$ cat src/rtl/trace_sync_fifo.sv
// Single-clock FIFO with a combinational head so the consumer can compare
// and pop in the same cycle; push+pop is accepted even when full.
module trace_sync_fifo #(
  parameter int DEPTH = 8,
  parameter int WIDTH = 69
) (
  input  logic                         clk,
  input  logic                         reset,
  input  logic                         flush,
  input  logic                         push,
  input  logic [WIDTH-1:0]             wdata,
  input  logic                         pop,
  output logic [WIDTH-1:0]             rdata,
  output logic                         full,
  output logic                         empty,
  output logic [$clog2(DEPTH+1)-1:0]   count
);

  localparam int PTR_W = (DEPTH > 1) ? $clog2(DEPTH) : 1;
  localparam int CW    = $clog2(DEPTH + 1);
  localparam logic [PTR_W-1:0] LAST_PTR = PTR_W'(DEPTH - 1);
  localparam logic [CW-1:0]    FULL_CNT = CW'(DEPTH);

  logic [WIDTH-1:0] mem_q [DEPTH];
  logic [PTR_W-1:0] wr_ptr_q, wr_ptr_d;
  logic [PTR_W-1:0] rd_ptr_q, rd_ptr_d;
  logic [CW-1:0]    count_q, count_d;
  logic             push_ok, pop_ok;

  function automatic logic [PTR_W-1:0] ptr_inc(input logic [PTR_W-1:0] p);
    return (p == LAST_PTR) ? '0 : p + 1'b1;
  endfunction

  assign empty   = (count_q == '0);
  assign full    = (count_q == FULL_CNT);
  assign count   = count_q;
  assign rdata   = mem_q[rd_ptr_q];
  assign pop_ok  = pop && !empty;
  // A pop in the same cycle frees the slot, so a full FIFO still takes the push.
  assign push_ok = push && (!full || pop_ok);

  always_comb begin
    wr_ptr_d = push_ok ? ptr_inc(wr_ptr_q) : wr_ptr_q;
    rd_ptr_d = pop_ok  ? ptr_inc(rd_ptr_q) : rd_ptr_q;
    count_d  = count_q;
    if (push_ok && !pop_ok) begin
      count_d = count_q + 1'b1;
    end else if (pop_ok && !push_ok) begin
      count_d = count_q - 1'b1;
    end
  end

  always_ff @(posedge clk) begin
    if (reset || flush) begin
      wr_ptr_q <= '0;
      rd_ptr_q <= '0;
      count_q  <= '0;
    end else begin
      wr_ptr_q <= wr_ptr_d;
      rd_ptr_q <= rd_ptr_d;
      count_q  <= count_d;
    end
  end

  always_ff @(posedge clk) begin
    if (push_ok) begin
      mem_q[wr_ptr_q] <= wdata;
    end
  end

endmodule

$ cat config.mk
export PLATFORM = sky130hd
export DESIGN_NAME = trace_sync_fifo
export DESIGN_NICKNAME = d
export VERILOG_FILES = /design/src/rtl/trace_sync_fifo.sv
export SDC_FILE = /design/constraint.sdc
export NUM_CORES = 1
export LEC_CHECK = 0
export BUFFER_PORTS_ARGS = -buffer_cell sky130_fd_sc_hd__buf_4
export CORE_MARGIN = 2
export CORE_UTILIZATION = 35
export CTS_CLUSTER_DIAMETER = 30
export DETAILED_ROUTE_END_ITERATION = 16
export PLACE_DENSITY = 0.62
export SYNTH_ARGS = -nofsm -noshare
export SYNTH_HDL_FRONTEND = slang
export SYNTH_SLANG_ARGS = --single-unit
$ cat constraint.sdc
create_clock -name clk -period 7.4 [get_ports clk]
set_input_delay 0.74 -clock clk [delete_from_list [all_inputs] [get_ports clk]]
set_output_delay 0.74 -clock clk [all_outputs]
set_load 0.01 [all_outputs]
Word-level counts from Yosys, hierarchy flattened
Memories as Yosys holds them, arrays and structs flattened. A register that Yosys moved wholly into a read port is not among the register bits.
Index checks and enable logic that the tools add are counted.
{"block": "word_totals", "ramBits": 552, "reg_bits": 10, "output_inout_bits": 75, "memories": 1}
{"memory": "mem_q", "depth": 8, "word_bits": 69, "rd": 1, "rd_clocked_by_memory_dff": 1, "wr": 1, "line_no": "24", "rtl": "logic [WIDTH-1:0] mem_q [DEPTH];"}
{"block": "op_classes", "addsub": 4, "muxes": 8, "eq_ne": 3, "n_reduce_logical": 12}
{"cell": "$mux W3", "n": 4}
{"cell": "$mux W4", "n": 2}
{"cell": "$add A3 B1 Y3 const B", "n": 2}
{"cell": "$eq A3 B3 Y1 const B", "n": 2}
{"cell": "$add A4 B1 Y4 const B", "n": 1}
{"cell": "$eq A4 B4 Y1 const B", "n": 1}
{"cell": "$logic_and A1 B1 Y1", "n": 4}
{"cell": "$logic_not A1 Y1", "n": 4}
{"cell": "$logic_not A4 Y1", "n": 1}
{"cell": "$sub A4 B1 Y4 const B", "n": 1}
{"cell": "$logic_or A1 B1 Y1", "n": 2}
{"cell": "$mux W1", "n": 2}
{"cell": "$reduce_bool A2 Y1", "n": 1}

Longest topological paths before layout
{"block": "logic_depth", "ltp_word": 9, "ltp_mapped": 10, "depth_no_buf": 10}

Least setup slack after synthesis
Ideal clock, no wire load.
{"block": "synth_timing", "kind": "input to register", "startpoint": "input port pop", "endpoint": "memory mem_q[0][0] (enable)", "path_slack_ps": -650, "path_stages": 2, "arrival_time_ps": 7384, "path_cell_list": "o21ai_2 > nor4_1"}
{"block": "synth_via", "elab_chain_len": 5}
{"item": "from (decl)", "line_no": "12", "rtl": "input logic pop,"}
{"item": "$logic_and A1 B1 Y1", "line_no": "38", "rtl": "assign pop_ok = pop && !empty;"}
{"item": "$logic_or A1 B1 Y1", "line_no": "40", "rtl": "assign push_ok = push && (!full || pop_ok);"}
{"item": "$logic_and A1 B1 Y1", "line_no": "40"}
{"item": "$mux W1", "line_no": "66", "rtl": "if (push_ok) begin"}
{"item": "$mux W1 (implied by the code)", "line_no": "67", "rtl": "mem_q[wr_ptr_q] <= wdata;"}
{"item": "to (decl)", "line_no": "24"}
No other way between the ends.

==> metrics.txt <==
status complete, no violations; Post-Place Worst Slack roughly 3800 ps; Area Overhead vs Synth 26.8%; Slowest-stage cell, CP dfxtp_4; Total Negative Setup Slacks 0 ps; Critical Path End Type output port; max-slew violation count 0; Detail Placement HPWL 23,000 µm; Synth Area in Adders less than 1%; reg2reg end mem_q[5][50]; Final Hold Fails 0; HP Start wdata[51]; worst hold path type in -> reg; routed wire length between 40,000 and 50,000 µm; overall die width about 250 µm; Initial Util a little over a third; Global Route Usage Sum between 10% and 20%; most frequently used flop master after synthesis edfxtp_1; PwrDens roughly 320 nW/µm²; Root Driver clkbuf_16; Post-synth EDFFs between 500 and 600; DRC errors left 0; setup slack, reg-to-reg ~4300 ps; Vias/cell roughly 5.0; nets roughly 1,200; simple-gate area share of the yosys netlist less than 1%; post-CTS sizing 0; fin worst setup slack roughly 3300 ps; TritonCTS buffer count between 100 and 150; FF-to-FF Start count[1]; Net Count, Synth between 900 and 1,000; compound-cell area share of the yosys netlist less than 1%; Synth Register Bits ~570; antenna viol nets, final 0; Core ar. 60,400 µm²; sw frac 20.6%; largest net degree at the start of global routing 52; Port Buffers roughly 150; Rows 90; Peak VDD IR around 0.19 mV; die area roughly 63,000 µm²; vias in the first global route about 11,000; 1st-iter DRT viols about 600; post-CTS setup buffers 0; Post-Synthesis Cell Area 21,400 µm²; slew margin rel. a little over a third; Internal Pwr Total approximately 0.0070 W; Post-Synthesis Cells 875; worst setup path class reg -> out; M1 wire length between 15,000 and 20,000 µm; largest family of logic cells by synthesized area multiplexers; Post-Synth XOR/XNOR Area less than 1%; Vias ~9,900; crit-path most repeated cell buf_4; Top Metal Used met5; Final Skew between 20 and 30 ps; Leak between 8 and 9 nW; Max Fanout on Critical Path 42; Avg WL per Cell between 20 and 25 µm; Pre-antenna DRT Iters 4; Max-Cap Viols 0; final worst path period share between 50 and 60%; H-tree Lvls 3; Worst setup SP type flip-flop; antenna violations before repair 4; critical-path cell list buf_4 -> mux4_2 -> mux2_2 -> buf_4; clock power share a little over half; Seq pwr share 41.0%; path depth of the worst reg2reg path 7; RSZ-0062 raised after global routing false; worst-margin pin slew ~980 ps; grt ovf 0; sequential-to-total area share from yosys stat 78.7%; I/O pin cnt approximately 150; clock slew at reported path FFs approximately 50 ps; asr flop ratio synth 0%; share of cells above drive strength 1 between 40% and 50%; Worst path max stage delay roughly 900 ps; Core Util, Final 44.9%; crit path DAT between 3000 and 4000 ps; Avg Inst Size Synth between 20 and 25 µm²; fin cells about 2,000; met3 routed WL a little under 3000 µm; Final min period between 4000 and 5000 ps; clk_lat worst skew around 640 ps; GP Congestion roughly 0.69; DIE HEIGHT approximately 250 µm; CTS Sinks around 570; mux contribution to synthesized area 18.3%; Hold Path Depth 1; Hold Buf Count CTS 0; CTS tree built; DR WL met2 roughly 21,000 µm; final setup fails 0; hold path endpoint mem_q[1][51]; f_max 0.241 GHz; first-pass GRT wire length between 60,000 and 70,000 µm; synth warn 0; Worst EP required roughly 6700 ps; clk buf depth 3; dpl cells between 1,500 and 2,000; Comb pwr share under 10%; Netlist cell types 31; P_sw about 0.0018 W
## stage by stage
step	cell area (µm²)	total power (W)	hold slack [ps]
after floorplan	21400	0.00389	488
after CTS	27100	0.00889	290
final	27100	0.00878	333
after global routing	27100	0.00908	304
after detailed placement	23500	0.00408	513
after global placement	23500	0.00406	513
## critical path: cells and delay by family (launching register included)
kind                   cells  cell delay (ps)
multiplexers               2              890
buffers and inverters      2              910
flip-flops                 1              900
## routing by layer
metal  global-route usage [%]  vias up
met3                     4.40       81
met5                        0        -
met1                     19.4     5262
met2                     22.5      251
li1                         -     4254
met4                     5.53        4
## power groups by stage
stage                     clock (W)  sequential (W)  combinational (W)
after floorplan                   0         0.00365           0.000242
after global placement            0         0.00366           0.000409
after detailed placement          0         0.00366           0.000418
after CTS                   0.00487         0.00360           0.000420
after global routing        0.00503         0.00360           0.000447
final                       0.00478         0.00360           0.000410
## cell usage after synthesis, types with 2 or more instances
cell / number / area [µm²]
mux2i_1: 2 / 20.0
nand2b_1: 2 / 12.5
dfxtp_1: 13 / 260
mux4_2: 138 / 3110
nor3_1: 5 / 25.0
buf_6: 14 / 158
inv_1: 3 / 11.3
mux2_2: 69 / 777
nor4_1: 2 / 12.5
edfxtp_1: 552 / 16600
ha_1: 7 / 87.6
a21oi_1: 7 / 35.0
nand2_1: 7 / 26.3
clkbuf_1: 13 / 48.8
nand3_1: 2 / 10.0
nor2_1: 12 / 45.0
buf_1: 9 / 33.8
buf_2: 5 / 25.0
## kinds of logic after synthesis
kind of cell / count (synthesis)
adders and majority gates: 8
muxes: 209
xor gates and xnor gates: 2
and+or+nand+nor: 34
AOI/OAI and AO/OA: 12
DFF: 565
buffers and inverters: 45
## placed cells by master, fill, tap and decap left out, types with 2 or more instances in the layout
cell and n:
edfxtp_1 552, buf_4 170, mux4_2 138, clkbuf_16 109
mux2_2 69, clkinv_2 24, bufinv_16 14, clkbuf_1 13
clkinvlp_4 12, dfxtp_1 10, nor2_1 9, clkinv_4 9
clkinv_1 9, nand2_1 7, a21oi_1 7, ha_1 7
inv_6 5, nor3_2 4, nor2_4 3, inv_1 3
dfxtp_4 3, diode_2 2, nand2b_1 2, mux2i_1 2
nand3_1 2, clkinv_16 2
## flip-flops by register name (all words and copies together), names as in the netlist, named ones only
| name | count |
|---|---|
| wr_ptr_q | 3 |
| count | 4 |
| rd_ptr_q | 3 |
| mem_q | 552 |
## area by class of cell
type	instances	area, µm²
fill	5045	33200
sequential	565	16800
multi-input combinational	265	4330
clock buffer	122	2780
timing repair buffer	170	1280
tap	782	978
clock inverter	77	883
inverter	4	15.0
antenna	2	5.00
## worst max-delay path by stage
stage | slack, ps | startpoint | endpoint
after floorplan | 1100 | pop | mem_q[1][0]
after CTS | 3090 | flip-flop | rdata[12]
after global placement | 3810 | flip-flop | rdata[12]
final | 3250 | flip-flop | rdata[12]
after global routing | 2940 | flip-flop | rdata[12]
after detailed placement | 3780 | flip-flop | rdata[12]
No activity file was read; power rests on OpenSTA's default activity.
